==> src/rtl/arcade_input_mapper.sv <==
// Player-input front end: PS/2 key latches and MiSTer joysticks merged into registered active-high control words.
// Optional autofire on joystick bit [8] is built when INPUT_AUTOFIRE_EN is defined.
module arcade_input_mapper #(
    parameter int          PLAYERS         = 2,
    parameter logic [15:0] COIN_PULSE      = 16'd50000,
    parameter bit          COIN_FROM_START = 1'b1,
    parameter int unsigned AF_DIV          = 200000
) (
    input  logic        clk_sys,
    input  logic        RESET_N,
    input  logic [64:0] ps2_key,
    input  logic [15:0] joystick_0,
    input  logic [15:0] joystick_1,
    input  logic [1:0]  rotate,
    output logic [7:0]  p1_ctrl,
    output logic [7:0]  p2_ctrl,
    output logic        key_event
);
    typedef enum logic [1:0] {ST_IDLE, ST_PULSE, ST_WAIT} coin_state_e;

    logic        tog_q, tog_d;
    logic        primed_q, primed_d;
    logic        key_event_q, key_event_d;
    logic [16:0] kl_q, kl_d;
    logic [1:0]  rot_q, rot_d;
    logic [6:0]  ctrl1_q, ctrl1_d, ctrl2_q, ctrl2_d;
    logic        evt, pressed, ext;
    logic [8:0]  code;
    logic [7:0]  k1, k2, raw1, raw2;
    logic [1:0]  req, req_prev_q;
    logic [1:0]  af_fire;
    logic [1:0]  coin_q;
    logic [15:0] coin_cnt_q [2];
    coin_state_e coin_st_q  [2];
    logic        unused_bits;

    assign unused_bits = ^{joystick_0[15:9], joystick_1[15:9]};

    function automatic logic [7:0] joy_word(input logic [15:0] j);
        return {j[7], j[6], j[5], j[4], j[0], j[1], j[2], j[3]};
    endfunction

    // dir and result are {right, left, down, up}; opposite pairs cancel before rotation
    function automatic logic [3:0] steer(input logic [3:0] dir, input logic [1:0] rot);
        logic u, d, l, r;
        u = dir[0] & ~dir[1];
        d = dir[1] & ~dir[0];
        l = dir[2] & ~dir[3];
        r = dir[3] & ~dir[2];
        case (rot)
            2'd1:    return {u, d, r, l};
            2'd2:    return {l, r, u, d};
            2'd3:    return {d, u, l, r};
            default: return {r, l, d, u};
        endcase
    endfunction

    always_comb begin
        evt         = primed_q & (ps2_key[64] ^ tog_q);
        pressed     = ps2_key[15:8] != 8'hF0;
        ext         = pressed ? (ps2_key[15:8] == 8'hE0) : (ps2_key[23:16] == 8'hE0);
        code        = (|ps2_key[63:24]) ? 9'h000 : {ext, ps2_key[7:0]};
        tog_d       = ps2_key[64];
        primed_d    = 1'b1;
        key_event_d = evt;
        kl_d        = kl_q;
        if (evt) begin
            case (code)
                9'h175: kl_d[0]  = pressed;
                9'h172: kl_d[1]  = pressed;
                9'h16B: kl_d[2]  = pressed;
                9'h174: kl_d[3]  = pressed;
                9'h014: kl_d[4]  = pressed;
                9'h029: kl_d[5]  = pressed;
                9'h011: kl_d[6]  = pressed;
                9'h005: kl_d[7]  = pressed;
                9'h02E: kl_d[8]  = pressed;
                9'h02D: kl_d[9]  = pressed;
                9'h02B: kl_d[10] = pressed;
                9'h023: kl_d[11] = pressed;
                9'h034: kl_d[12] = pressed;
                9'h01C: kl_d[13] = pressed;
                9'h01B: kl_d[14] = pressed;
                9'h006: kl_d[15] = pressed;
                9'h036: kl_d[16] = pressed;
                default: ;
            endcase
        end
    end

    always_comb begin
        k1 = {kl_q[8], kl_q[7], kl_q[6], kl_q[4] | kl_q[5], kl_q[3], kl_q[2], kl_q[1], kl_q[0]};
        k2 = kl_q[16:9];
        if (PLAYERS == 1) begin
            raw1 = k1 | k2 | joy_word(joystick_0) | joy_word(joystick_1);
            raw2 = 8'h00;
        end else begin
            raw1 = k1 | joy_word(joystick_0);
            raw2 = k2 | joy_word(joystick_1);
        end
        // Rotation only changes while every direction is released so a held stick never jumps
        rot_d   = (|{raw1[3:0], raw2[3:0]}) ? rot_q : rotate;
        ctrl1_d = {raw1[6:5], raw1[4] | af_fire[0], steer(raw1[3:0], rot_q)};
        ctrl2_d = {raw2[6:5], raw2[4] | af_fire[1], steer(raw2[3:0], rot_q)};
        req     = {raw2[7] | (COIN_FROM_START & raw2[6]), raw1[7] | (COIN_FROM_START & raw1[6])};
    end

`ifdef INPUT_AUTOFIRE_EN
    localparam int AF_W = (AF_DIV > 1) ? $clog2(AF_DIV) : 1;
    logic [AF_W-1:0] af_cnt_q, af_cnt_d;
    logic            af_phase_q, af_phase_d;
    logic [1:0]      af_req;

    assign af_req  = (PLAYERS == 1) ? {1'b0, joystick_0[8] | joystick_1[8]}
                                    : {joystick_1[8], joystick_0[8]};
    assign af_fire = af_req & {2{af_phase_q}};

    always_comb begin
        af_cnt_d   = af_cnt_q + 1'b1;
        af_phase_d = af_phase_q;
        if (af_cnt_q == AF_W'(AF_DIV - 1)) begin
            af_cnt_d   = '0;
            af_phase_d = ~af_phase_q;
        end
    end

    always_ff @(posedge clk_sys or negedge RESET_N) begin
        if (!RESET_N) begin
            af_cnt_q   <= '0;
            af_phase_q <= 1'b0;
        end else begin
            af_cnt_q   <= af_cnt_d;
            af_phase_q <= af_phase_d;
        end
    end
`else
    logic unused_af;
    assign unused_af = ^{joystick_0[8], joystick_1[8], AF_DIV[0]};
    assign af_fire   = 2'b00;
`endif

    always_ff @(posedge clk_sys or negedge RESET_N) begin
        if (!RESET_N) begin
            tog_q       <= 1'b0;
            primed_q    <= 1'b0;
            key_event_q <= 1'b0;
            kl_q        <= '0;
            rot_q       <= 2'd0;
            ctrl1_q     <= '0;
            ctrl2_q     <= '0;
        end else begin
            tog_q       <= tog_d;
            primed_q    <= primed_d;
            key_event_q <= key_event_d;
            kl_q        <= kl_d;
            rot_q       <= rot_d;
            ctrl1_q     <= ctrl1_d;
            ctrl2_q     <= ctrl2_d;
        end
    end

    // Coin pulse: fixed-length, no retrigger, re-armed only after the request drops
    always_ff @(posedge clk_sys or negedge RESET_N) begin
        if (!RESET_N) begin
            req_prev_q <= 2'b00;
            coin_q     <= 2'b00;
            for (int i = 0; i < 2; i++) begin
                coin_st_q[i]  <= ST_IDLE;
                coin_cnt_q[i] <= 16'd0;
            end
        end else begin
            req_prev_q <= req;
            for (int i = 0; i < 2; i++) begin
                case (coin_st_q[i])
                    ST_IDLE: if (req[i] && !req_prev_q[i]) begin
                        coin_st_q[i]  <= ST_PULSE;
                        coin_cnt_q[i] <= COIN_PULSE - 16'd1;
                        coin_q[i]     <= 1'b1;
                    end
                    ST_PULSE: if (coin_cnt_q[i] == 16'd0) begin
                        coin_st_q[i] <= ST_WAIT;
                        coin_q[i]    <= 1'b0;
                    end else begin
                        coin_cnt_q[i] <= coin_cnt_q[i] - 16'd1;
                    end
                    ST_WAIT: if (!req[i]) coin_st_q[i] <= ST_IDLE;
                    default: begin
                        coin_st_q[i] <= ST_IDLE;
                        coin_q[i]    <= 1'b0;
                    end
                endcase
            end
        end
    end

    assign p1_ctrl   = {coin_q[0], ctrl1_q};
    assign p2_ctrl   = (PLAYERS == 1) ? 8'h00 : {coin_q[1], ctrl2_q};
    assign key_event = key_event_q;

endmodule
==> config.mk <==
export PLATFORM = sky130hd
export DESIGN_NAME = arcade_input_mapper
export DESIGN_NICKNAME = d
export VERILOG_FILES = /design/src/rtl/arcade_input_mapper.sv
export SDC_FILE = /design/constraint.sdc
export NUM_CORES = 1
export LEC_CHECK = 0
export ABC_AREA = 1
export CORE_MARGIN = 8
export CORE_UTILIZATION = 45
export CTS_BUF_LIST = sky130_fd_sc_hd__clkbuf_2 sky130_fd_sc_hd__clkbuf_4 sky130_fd_sc_hd__clkbuf_8
export DETAILED_ROUTE_END_ITERATION = 7
export HOLD_SLACK_MARGIN = 0.06
export PLACE_DENSITY = 0.73
export REMOVE_ABC_BUFFERS = 1
export SETUP_SLACK_MARGIN = 0.5
export SLEW_MARGIN = 25
export SYNTH_ARGS = -nofsm -noshare
export SYNTH_HDL_FRONTEND = slang
export SYNTH_SLANG_ARGS = --single-unit
==> constraint.sdc <==
create_clock -name clk_sys -period 2.13 [get_ports clk_sys]
set_clock_uncertainty 0.05 [all_clocks]
set_input_delay 0.213 -clock clk_sys [delete_from_list [all_inputs] [get_ports clk_sys]]
set_output_delay 0.213 -clock clk_sys [all_outputs]
set_load 0.01 [all_outputs]
Word level (Yosys, flattened, before mapping)

Cells that the tools add are included.

Register bits: 76
Bits in latches: 0
Memory bits (writable): 0
Bits in read-only memories: 0
Input bits: 101
Word-level logic and storage cells: 151
Memories: 0

Add/sub/neg operators: 2
$mul: 0
Divide/modulo/power cells: 0
$lt $le $gt $ge: 0
Equality and inequality tests: 35
Shifts and indexed selects: 0
Multiplexer cells: 24
Bitwise logic cells: 25
Reductions and logical operators: 35

Operator list:

| kind                                                                 | number |
|---|---|
| 16-bit two-way mux                                                   | 4 |
| 16-bit case mux with 2 select lines                                  | 2 |
| 9-bit by 6-bit == test with 1-bit output, second input constant      | 7 |
| 40-bit OR reduction                                                  | 1 |
| 9-bit by 5-bit == test with 1-bit output, second input constant      | 4 |
| 9-bit == test, second input constant                                 | 4 |
| 2-bit AND reduction                                                  | 17 |
| 16-bit zero test                                                     | 2 |
| 16-bit by 1-bit subtractor with 16-bit output, second input constant | 2 |
| 4-bit case mux with 3 select lines                                   | 2 |
| 9-bit by 3-bit == test with 1-bit output, second input constant      | 2 |
| 3-bit AND reduction                                                  | 6 |
| 8-bit == test, second input constant                                 | 2 |
| 2-bit != test, second input constant                                 | 8 |
| 8-bit bitwise OR                                                     | 2 |
| 2-bit two-way mux                                                    | 6 |
| 2-bit case mux with 3 select lines                                   | 2 |
| 1-bit NOT                                                            | 10 |
| 1-bit AND                                                            | 9 |
| 9-bit two-way mux                                                    | 1 |
| 2-bit == test, second input constant                                 | 4 |
| 8-bit != test, second input constant                                 | 1 |
| 8-bit OR reduction                                                   | 1 |
| 2-bit by 1-bit == test with 1-bit output, second input constant      | 3 |
| 8 further kinds                                                      | 19 |

Longest topological paths before layout

Gate-level depths: netlist of the first run.

Depth in word-level cells: 6
Depth in mapped cells: 13
Mapped depth without buffers: 13

Worst setup path after synthesis of the first run

OpenSTA, ideal clock, no wires.

Path kind: register to register
Start point: register coin_cnt_q[16] (netlist name)
End point: register coin_cnt_q[30] (netlist name)
Library setup time: 0.130 ns
Arrival: 1.456 ns
Data required time: 1.950 ns
Path slack: 0.493 ns
Cell stages (with the launch flop): 9
Buffers on the path: 0
Period minus slack after synthesis: 1.637 ns
Cell sequence: dfrtp_1 > inv_1 > ha_1 > nand2_1 > nor3_1 > nand2_1 > xor2_1 > o21ai_0 > o21ai_0

Cells in the longest elaborated chain, start to end: 3

Ends and longest elaborated chain:

| item                                                                              | RTL line | RTL |
|---|---|---|
| start: declaration                                                                | 33       | `logic [15:0] coin_cnt_q [2];` |
| start signal: indexed assignment                                                  | 177      | `coin_cnt_q[i] <= COIN_PULSE - 16'd1;` |
| start signal: indexed assignment                                                  | 184      | `coin_cnt_q[i] <= coin_cnt_q[i] - 16'd1;` |
| 16-bit by 1-bit subtractor with 16-bit output or 16-bit zero test (tied branches) | 184, 180 |  |
| 16-bit two-way mux or 2-bit != test (tied branches)                               | n/a      |  |
| 16-bit case mux with 2 select lines or 3-bit AND reduction (tied branches)        | n/a      |  |

Parallel ways exist; a longest one is shown, timed or not. The select of a mux whose other input is x is not followed.
A chain may end at the register's enable or synchronous reset.

Worst setup path after layout of the first run

Start point: register coin_cnt_q[25] (netlist name)
End point: register coin_cnt_q[25] (netlist name)

Same word-level chain as after synthesis.

==> results.cfg, run 1 <==
[cells_and_area]
syn2layout_area_growth_pct = 48.77
fillers = 839
drive_above_1_share = 0.2428
nNetsFinal = 896
final_util = 0.6762
antenna_cells = 0

[timing]
period_share = 0.8196
finalHoldViolCount = 0
timing.final.ws_setup_ps = 384.4
rsz0062_at_grt = true
setup_viol = 0
fmax_mhz = 572.9
slew_violations = 0
tightest_slew_ps = 635.2
slew_headroom = 0.5766
period_needed_ps = 1746

[drt]
ant_nets = 0
drtIter0Drc = 318
dr_wl_met3_um = 999
num_vias = 4755
wl_met2_um = 6710
vias_per_cell = 5.107
drt_pass1_iterations = 5
post-route-drc-count = 0
wl_met1_um = 5281
post_drt_wl_per_cell_um = 14.36
top_layer = met4
routed_wl_um = 13370

[setup_path]
r2r_start = coin_cnt_q[25]
critical_path_class = register to register
startpoint = coin_cnt_q[25]
critPathLaunchType = register
worstPathArrival_ps = 1950
rr_endpoint = coin_cnt_q[25]
end_kind = register
reg2reg_depth = 9
crit_top_cell = nand2_2
endpoint = coin_cnt_q[25]
critPathMaxFanout = 8
crit_slowest_cell = dfrtp_1
path_cells = nor2_2 > nand2_2 > nor4_4 > nand4_1 > nand2_2 > nand2_4 > buf_6 > o21ai_0 > o21ai_1
slowest_delay_ps = 430
cp.required_ps = 2330
reg2reg_slack_ps = 380

[cts]
path_clk_slew_ps = 80
cts_buffer_depth = 2
cts-root-buf = clkbuf_8
cts_tree = yes
htree_levels = 3
insertion_delay_ps = 370
numCtsBuffers = 9
cts_num_sinks = 76

[global_routing]
antenna_found_initial = 0
grt_pass1_vias = 4796
grt_pass1_wl_um = 21080
grt_max_degree = 50
grtUsageTotal = 0.1939
grt-ovfl-total = 0

[floorplan]
ios = 118
die_w_um = 117.0
rows = 37
die_area_um2 = 13680
core_area_um2 = 10090
die-height_um = 117.0
initial_core_util = 0.4545

[pwr]
cellPowerDensity_nw_per_um2 = 446.0
max-vdd-ir-drop_v = 0.0003221
p_leak_nw = 3.089

[synthesis]
synth-seq-cells = 76
synth_top_area_cell = dfrtp_1
syn_area_um2 = 4587
ys_types = 37
synthTopCellsByArea = dfrtp_1, nand2_1, inv_1
avgSynthCellArea_um2 = 7.145
ys_warn_count = 0
syn_inst = 642
yosysTopAreaCellShare = 0.4146
synth.yosys.seq_area_share = 0.4146

[placed_design]
pre_cts_slack_ps = -31.94
gp_congestion = 0.9525
port_buffers = 101
hpwl_um = 9130

[hold_path]
hold_depth = 1
worstHoldPathType = input pin to register

[outcome]
status = complete, no violations

[job]
maxCapViolCount = 0
[where the power goes]
| group | internal [mW] | switching, mW |
|---|---|---|
| combinational | 0.134 | 0.0955 |
| sequential | 1.44 | 0.00100 |
| clock | 0.817 | 0.551 |
| total | 2.40 | 0.647 |
[synthesized netlist by cell type (all sizes together)]
library cell and count:
and2 2, nor3b 1, inv 104, xor2 11
conb 1, o21ai 45, a21oi 10, clkbuf 2
o21a 1, a31oi 1, nand4 10, nand2 161
or3 2, or2 11, nor4 10, nand3b 4
nor3 4, nand3 59, a21boi 1, dfrtp 76
buf 5, o2111ai 6, nor2 109, ha 4
o31ai 2
[layout make-up]
type	count	area [um^2]	share of cell area
well taps	136	170.2	0.02494
repair inverters	1	8.758	0.001283
clock buffers	11	145.1	0.02127
multi-input cells	458	2750	0.4030
clock inverters	4	97.59	0.01430
flip-flops and latches	76	1907	0.2794
repair buffers	141	1340	0.1964
inverters	104	405.4	0.05941
[what timing repair did]
| action | 4_1_cts | 5_1_grt |
|---|---|---|
| pin swaps | 47 | 56 |
| endpoints found under the setup margin | 51 | 53 |
| hold endpoints to repair | 48 | 0 |
| setup buffers | 16 | 8 |
| hold buffers | 1 | 0 |
| cloned | 3 | 2 |
| resized for setup | 95 | 140 |
[how the worst min path moves through the flow]
stage	start	endpoint	slack (ps)
2_1_floorplan	RESET_N	coin_cnt_q[0]	-130
3_3_place_gp	RESET_N	coin_cnt_q[31]	230
3_5_place_dp	RESET_N	coin_cnt_q[31]	240
4_1_cts	ps2_key[64]	tog_q	290
5_1_grt	ps2_key[64]	tog_q	300
6_report	ps2_key[64]	tog_q	290
[sequential cells by signal, summed over array words and instances (netlist names)]
signal / flops
key_event: 1
coin_cnt_q: 32
tog_q: 1
ctrl1_q: 7
kl_q: 17
primed_q: 1
coin_st_q: 4
req_prev_q: 2
coin_q: 2
ctrl2_q: 7
rot_q: 2
[cell usage in the layout (no fill, tap or decap), types with 3 or more instances in the layout]
| cell | count |
|---|---|
| nand3b_1 | 4 |
| dfrtp_1 | 72 |
| nor2_4 | 16 |
| nor2_1 | 79 |
| nor2_2 | 14 |
| o21ai_2 | 8 |
| nand2_1 | 141 |
| o21ai_1 | 19 |
| a21oi_2 | 3 |
| xor2_1 | 11 |
| clkdlybuf4s50_1 | 60 |
| a21oi_1 | 7 |
| inv_2 | 8 |
| clkbuf_8 | 10 |
| nor4_2 | 3 |
| o21ai_0 | 18 |
| nand4_1 | 9 |
| clkbuf_2 | 10 |
| buf_6 | 9 |
| nand3_2 | 10 |
| nand2_8 | 3 |
| nand3_1 | 40 |
| nor4_1 | 5 |
| dfrtp_2 | 4 |
| nor3_2 | 3 |
| inv_1 | 94 |
| nand2_2 | 14 |
| buf_4 | 29 |
| dlymetal6s2s_1 | 8 |
| clkdlybuf4s15_1 | 22 |
| o2111ai_1 | 6 |
| or2_2 | 11 |
| bufinv_16 | 3 |
| nand3_4 | 9 |
| nand2_4 | 6 |
| ha_2 | 3 |
[through the flow]
step           std cells  TNS (ps)  hold slack (ps)  power, mW  cell area (um^2)
2_1_floorplan        635         0           -132.6      1.508              4527
3_3_place_gp         886   -0.1641            226.4      1.710              5823
3_5_place_dp         886    -31.94            235.3      1.715              5823
4_1_cts              921         0            291.1      3.055              6406
5_1_grt              931         0            300.3      3.138              6824
6_report             931         0            291.0      3.044              6824
[routing by layer]
metal	vias to the layer above	GRT usage
met3	32	0.05439
met4	0	0.08276
met2	196	0.3382
li1	2341	-
met1	2186	0.2175
met5	-	0
[cells by family after synthesis]
| logic type | after synthesis | synth area share |
|---|---|---|
| simple gates | 373 | 0.3740 |
| compound gates | 66 | 0.08047 |
| other cells | 1 | 0.0008175 |
| buf+inv | 111 | 0.09820 |
| flops | 76 | 0.4146 |
| fa+ha+maj | 4 | 0.01091 |
| xor+xnor | 11 | 0.02100 |
[critical path: cells and delay by family, from the launching register on]
| family | cells | cell delay, ps |
|---|---|---|
| AOI/OAI and AO/OA | 2 | 160 |
| buffers and inverters | 1 | 150 |
| DFF | 1 | 430 |
| and+or+nand+nor | 6 | 820 |
No activity file was read; power rests on OpenSTA's default activity.
==> inputs of run 2 (changes only) <==
Clock period 2.13 ns to 1.7 ns, I/O delays scaled along.
==> run 2 against run 1 <==
  * The flow now finishes with violations (negative setup slack)
  * Cell count increased by 7.1%
  * Sequential share of layout area is 3.4 points lower
  * Core utilization rose by 9.5 points
  * Global-route usage grew 3.0 points
  * First-iteration DRC count is 26% higher
  * Maximum frequency increased by 2.3%
  * Clock-buffer cell count decreased by 1
  * Wire length grew 25%
  * Largest power group is now the clock network
  * Critical path depth down 1
  * Via count is 9.8% higher
  * Clock power grew 33%
  * Worst setup slack lost 390 ps
==> results.cfg, run 2 (synthesis gave the netlist of run 1 again) <==
[floorplan]
die_area_um2 = 13680
ios = 118
core_area_um2 = 10090
die_w_um = 117.0
rows = 37
die-height_um = 117.0
initial_core_util = 0.4545

[cts]
numCtsBuffers = 9
htree_levels = 3
cts_tree = yes
cts_num_sinks = 76
cts_buffer_depth = 2
path_clk_slew_ps = 80
insertion_delay_ps = 360
cts-root-buf = clkbuf_8

[setup_path]
reg2reg_slack_ps = -6
critPathLaunchType = register
critPathMaxFanout = 6
critical_path_class = register to register
cp.required_ps = 1940
end_kind = register
worstPathArrival_ps = 1940

[timing]
finalHoldViolCount = 0
setup_viol = 1
period_share = 1.003
fin_tns_setup_ps = -5.802
slew_violations = 0
rsz0062_at_grt = true
period_needed_ps = 1706
timing.final.ws_setup_ps = -5.802
fmax_mhz = 586.2
hold_ws_ps = 217.3

[drt]
post_drt_wl_per_cell_um = 16.71
routed_wl_um = 16660
vias_per_cell = 5.238
drtIter0Drc = 402
drt_pass1_iterations = 5
num_vias = 5222
post-route-drc-count = 0
ant_nets = 0

[cells_and_area]
final_util = 0.7709
drive_above_1_share = 0.4750
fillers = 683
final_common_cell = nand2_1
largest-register = coin_cnt_q
nNetsFinal = 962
final_cell_mix = nand2_1, inv_1, buf_4, dfrtp_1, nor2_4
syn2layout_area_growth_pct = 69.61
final_cells = 997
largest_register_ffs = 32
antenna_cells = 0
multi_input_area_um2 = 3249
top_regs = coin_cnt_q (32), kl_q (17)
ff_latch_area_um2 = 1906

[job]
maxCapViolCount = 0

[hold_path]
worstHoldPathType = input pin to asynchronous set/reset pin

[placed_design]
place_inst = 942
hpwl_um = 10340
port_buffers = 101
gp_congestion = 0.9005

[pwr]
cellPowerDensity_nw_per_um2 = 512.7
max-vdd-ir-drop_v = 0.0004543
p_total_mw = 3.989
p_leak_nw = 3.550

[outcome]
violations = negative setup slack
status = complete, but fails checks

[global_routing]
grtUsageTotal = 0.2242
grt_pass1_wl_um = 24010
grt_pass1_vias = 5326
grt_max_degree = 33
grt-ovfl-total = 0
antenna_found_initial = 0
run 2: worst max-delay path: stages (launching register included):
cell	delay (ps)
dfrtp_1	400
inv_2	100
ha_4	140
nand3_2	90
o31ai_4	300
nand2_4	170
buf_6	170
buf_6	110
o21ai_2	100
run 2: path summary, 6_finish.rpt:
kind,from,end,depth (start not counted)
max in group asynchronous,RESET_N,coin_cnt_q[29],3
max,coin_cnt_q[0],coin_cnt_q[7],8
max reg2reg,coin_cnt_q[0],coin_cnt_q[7],8
min reg2reg,kl_q[4],ctrl1_q[4],2
min,RESET_N,coin_cnt_q[19],2
min in group clk_sys,ps2_key[64],tog_q,1
run 2: final cells by class:
cell class / instances / share of cell area
flip-flops and latches: 76 / 0.2449
clock inverters: 5 / 0.01608
multi-input cells: 455 / 0.4177
clock buffers: 10 / 0.01689
inverters: 104 / 0.05372
repair buffers: 211 / 0.2289
well taps: 136 / 0.02187
run 2: what timing repair did:
item / 4_1_cts / 5_1_grt
pin swaps: 99 / 89
gates resized for setup: 336 / 202
hold buffers: 1 / 0
buffers inserted: 21 / 14
endpoints found under the setup margin: 82 / 79
gates cloned: 3 / 1
endpoints found under the hold margin: 56 / 0
run 2: metrics by stage:
stage               instance area, um^2  worst slack, ps
floorplan                          4527           -62.74
global placement                   6269           -409.5
detailed placement                 6269           -516.7
CTS                                7096            29.05
global route                       7780           -83.03
finish                             7780           -5.802
run 2: report_power, final:
part / leakage, nW / internal [mW] / switching [mW] / total (mW)
Combinational: 2.56 / 0.197 / 0.158 / 0.355
Sequential: 0.857 / 1.81 / 0.00256 / 1.81
Clock: 0.130 / 1.13 / 0.691 / 1.82
Total: 3.55 / 3.14 / 0.851 / 3.99
run 2: per-layer routing:
| metal | vias to the layer above | wire [um] | share of wire | GRT usage |
|---|---|---|---|---|
| met4 | 0 | 608 | 0.037 | 0.1152 |
| met2 | 246 | 8453 | 0.51 | 0.3887 |
| met1 | 2460 | 6394 | 0.38 | 0.2458 |
| met3 | 55 | 1198 | 0.072 | 0.06362 |
| met5 | - | 0 | 0 | 0 |
| li1 | 2461 | - | - | - |
==> patch (config.mk and constraints of run 2) <==
The option `INPUT_AUTOFIRE_EN` is turned on by a define.
--- a/src/rtl/arcade_input_mapper.sv
+++ b/src/rtl/arcade_input_mapper.sv
@@ -1,5 +1,7 @@
 // Player-input front end: PS/2 key latches and MiSTer joysticks merged into registered active-high control words.
 // Optional autofire on joystick bit [8] is built when INPUT_AUTOFIRE_EN is defined.
+`define INPUT_AUTOFIRE_EN
+
 module arcade_input_mapper #(
     parameter int          PLAYERS         = 2,
     parameter logic [15:0] COIN_PULSE      = 16'd50000,
Formal check against the unedited RTL: same outputs for any inputs over 4 cycles, from zero or initial values and one cycle with RESET_N low; that may be too few to reach the edited logic, so the function may still have changed.
==> patch against run 2 <==
  * The run still ends with setup timing left
  * Synthesized area up 19%
  * Routed wire length up 20%
  * Global-route usage down 1.4 points
  * Sequential cell count up 19
  * Largest cell class unchanged
  * Cell count up 16%
  * Final area up 18%
  * Critical path depth up 4
  * Setup slack worse by 0.16 ns
  * Critical path type unchanged
  * Utilization down 0.072 points
  * Power up 13%
==> patch: results <==
logic_synthesis:
  ys_seq_area_share_pct: 43.7
  ys_async_sr_fraction_pct: 100
  yosysUniqueCellTypes: 41
  synth_area_leaders: "dfrtp_1 44%, nand2_1 12%, inv_1 8.1%, nor2_1 7.8%, nand3_1 4.6%"
pwr:
  peakVddDrop_mv: 0.382
  switchingPower_mw: 1.08
outcome:
  status: "complete, but fails checks"
  violations: "setup timing"
global_routing:
  grt_max_degree: 40
  grt_first_pass_wirelength_mm: 27.8
  grt_pass1_vias: 5980
detailed_routing:
  drt_pre_antenna_iters: 8
  vias: 6175
  wl_mm: 19.9
  drtIter0Drc: 505
layout:
  fillers: 751
  fin_nets: 1114
  reg_top3: "coin_cnt_q (32), af_cnt_q (18), kl_q (17)"
  final_layout_size_suffix_gt1_share_pct: 47.9
sta:
  setup_viol: 38
  fin_ws_ns: -0.161
critical_path:
  worstPathArrival_ns: 2.09
  cp_max_fo: 7
clocking:
  clk_pin_slew_worst_paths_ns: 0.11
  clock_latency_ns: 0.39
placed_design:
  gp_congestion: 0.877
[patch: layer usage]
| layer | wire [um] | share of wire [%] | GRT usage, % |
|---|---|---|---|
| met5 | 0 | 0 | 0 |
| met1 | 7610 | 38 | 24.5 |
| met3 | 1210 | 6.1 | 5.70 |
| met2 | 10400 | 52 | 36.4 |
| met4 | 692 | 3.5 | 7.43 |
[patch: path summary, 6_finish.rpt]
kind / from / end / slack (ns) / cells after the start
max in group asynchronous: RESET_N / coin_cnt_q[15] / 0.88 / 3
min reg2reg: kl_q[14] / ctrl2_q[5] / 0.42 / 1
min in group clk_sys: ps2_key[64] / tog_q / 0.25 / 1
max reg2reg: coin_cnt_q[9] / coin_cnt_q[10] / -0.16 / 12
min: RESET_N / coin_cnt_q[22] / 0.17 / 2
max: coin_cnt_q[9] / coin_cnt_q[10] / -0.16 / 12
[patch: cells by family after synthesis]
family                     after synthesis  share of synthesized area (%)
DFF                                     95                           43.7
other                                    1                         0.0689
AOI/OAI and AO/OA                       75                           7.78
and+or+nand+nor                        419                           35.6
xor gates and xnor gates                16                           2.58
buffers and inverters                  124                           9.13
adders and majority gates                5                           1.15
[patch: what timing repair did]
item	CTS	global route
setup buffers	52	27
hold endpoints to repair	95	0
gates resized for setup	385	172
hold buffers	1	0
pin swaps	119	95
gates cloned	3	1
setup endpoints to repair	102	94
[patch: through the flow]
stage | setup WS, ns | std cells | cell area [um^2] | TNS, ns
6_report | -0.161 | 1160 | 9170 | -2.12
5_1_grt | -0.261 | 1160 | 9170 | -5.56
4_1_cts | -0.0464 | 1132 | 8410 | -0.0886
3_5_place_dp | -0.500 | 1060 | 7240 | -10.77
3_3_place_gp | -0.434 | 1060 | 7240 | -9.37
2_1_floorplan | -0.0375 | 731 | 5390 | -0.113
[patch: critical path: stages (launching register included)]
cell and delay, ns:
dfrtp_1 0.44, nor2_2 0.20, nand2_2 0.10, nor2_2 0.13, nand4_1 0.12, nand2_2 0.13, nand2_4 0.10, buf_6 0.15
buf_12 0.12, nand4_4 0.06, nand2_1 0.06, nand2_1 0.05, nor2_1 0.04
[patch: area by class of cell]
cell class                      instances  area, um^2  area share (%)
Clock inverter                          5        78.8           0.859
Inverter                              120         475            5.18
Multi-Input combinational cell        517        3610            39.4
Timing Repair Buffer                  264        2280            24.9
Clock buffer                           11         151            1.65
Tap cell                              147         184            2.00
Sequential cell                        95        2380            26.0
Timing Repair inverter                  1        8.76          0.0955
[patch: power by group through the flow]
stage / clock [mW] / combinational (mW) / sequential, mW
finish: 1.77 / 0.451 / 2.29
floorplan: 0 / 0.0728 / 2.34
CTS: 1.73 / 0.408 / 2.29
global placement: 0 / 0.403 / 2.33
global route: 1.85 / 0.488 / 2.29
detailed placement: 0 / 0.406 / 2.33
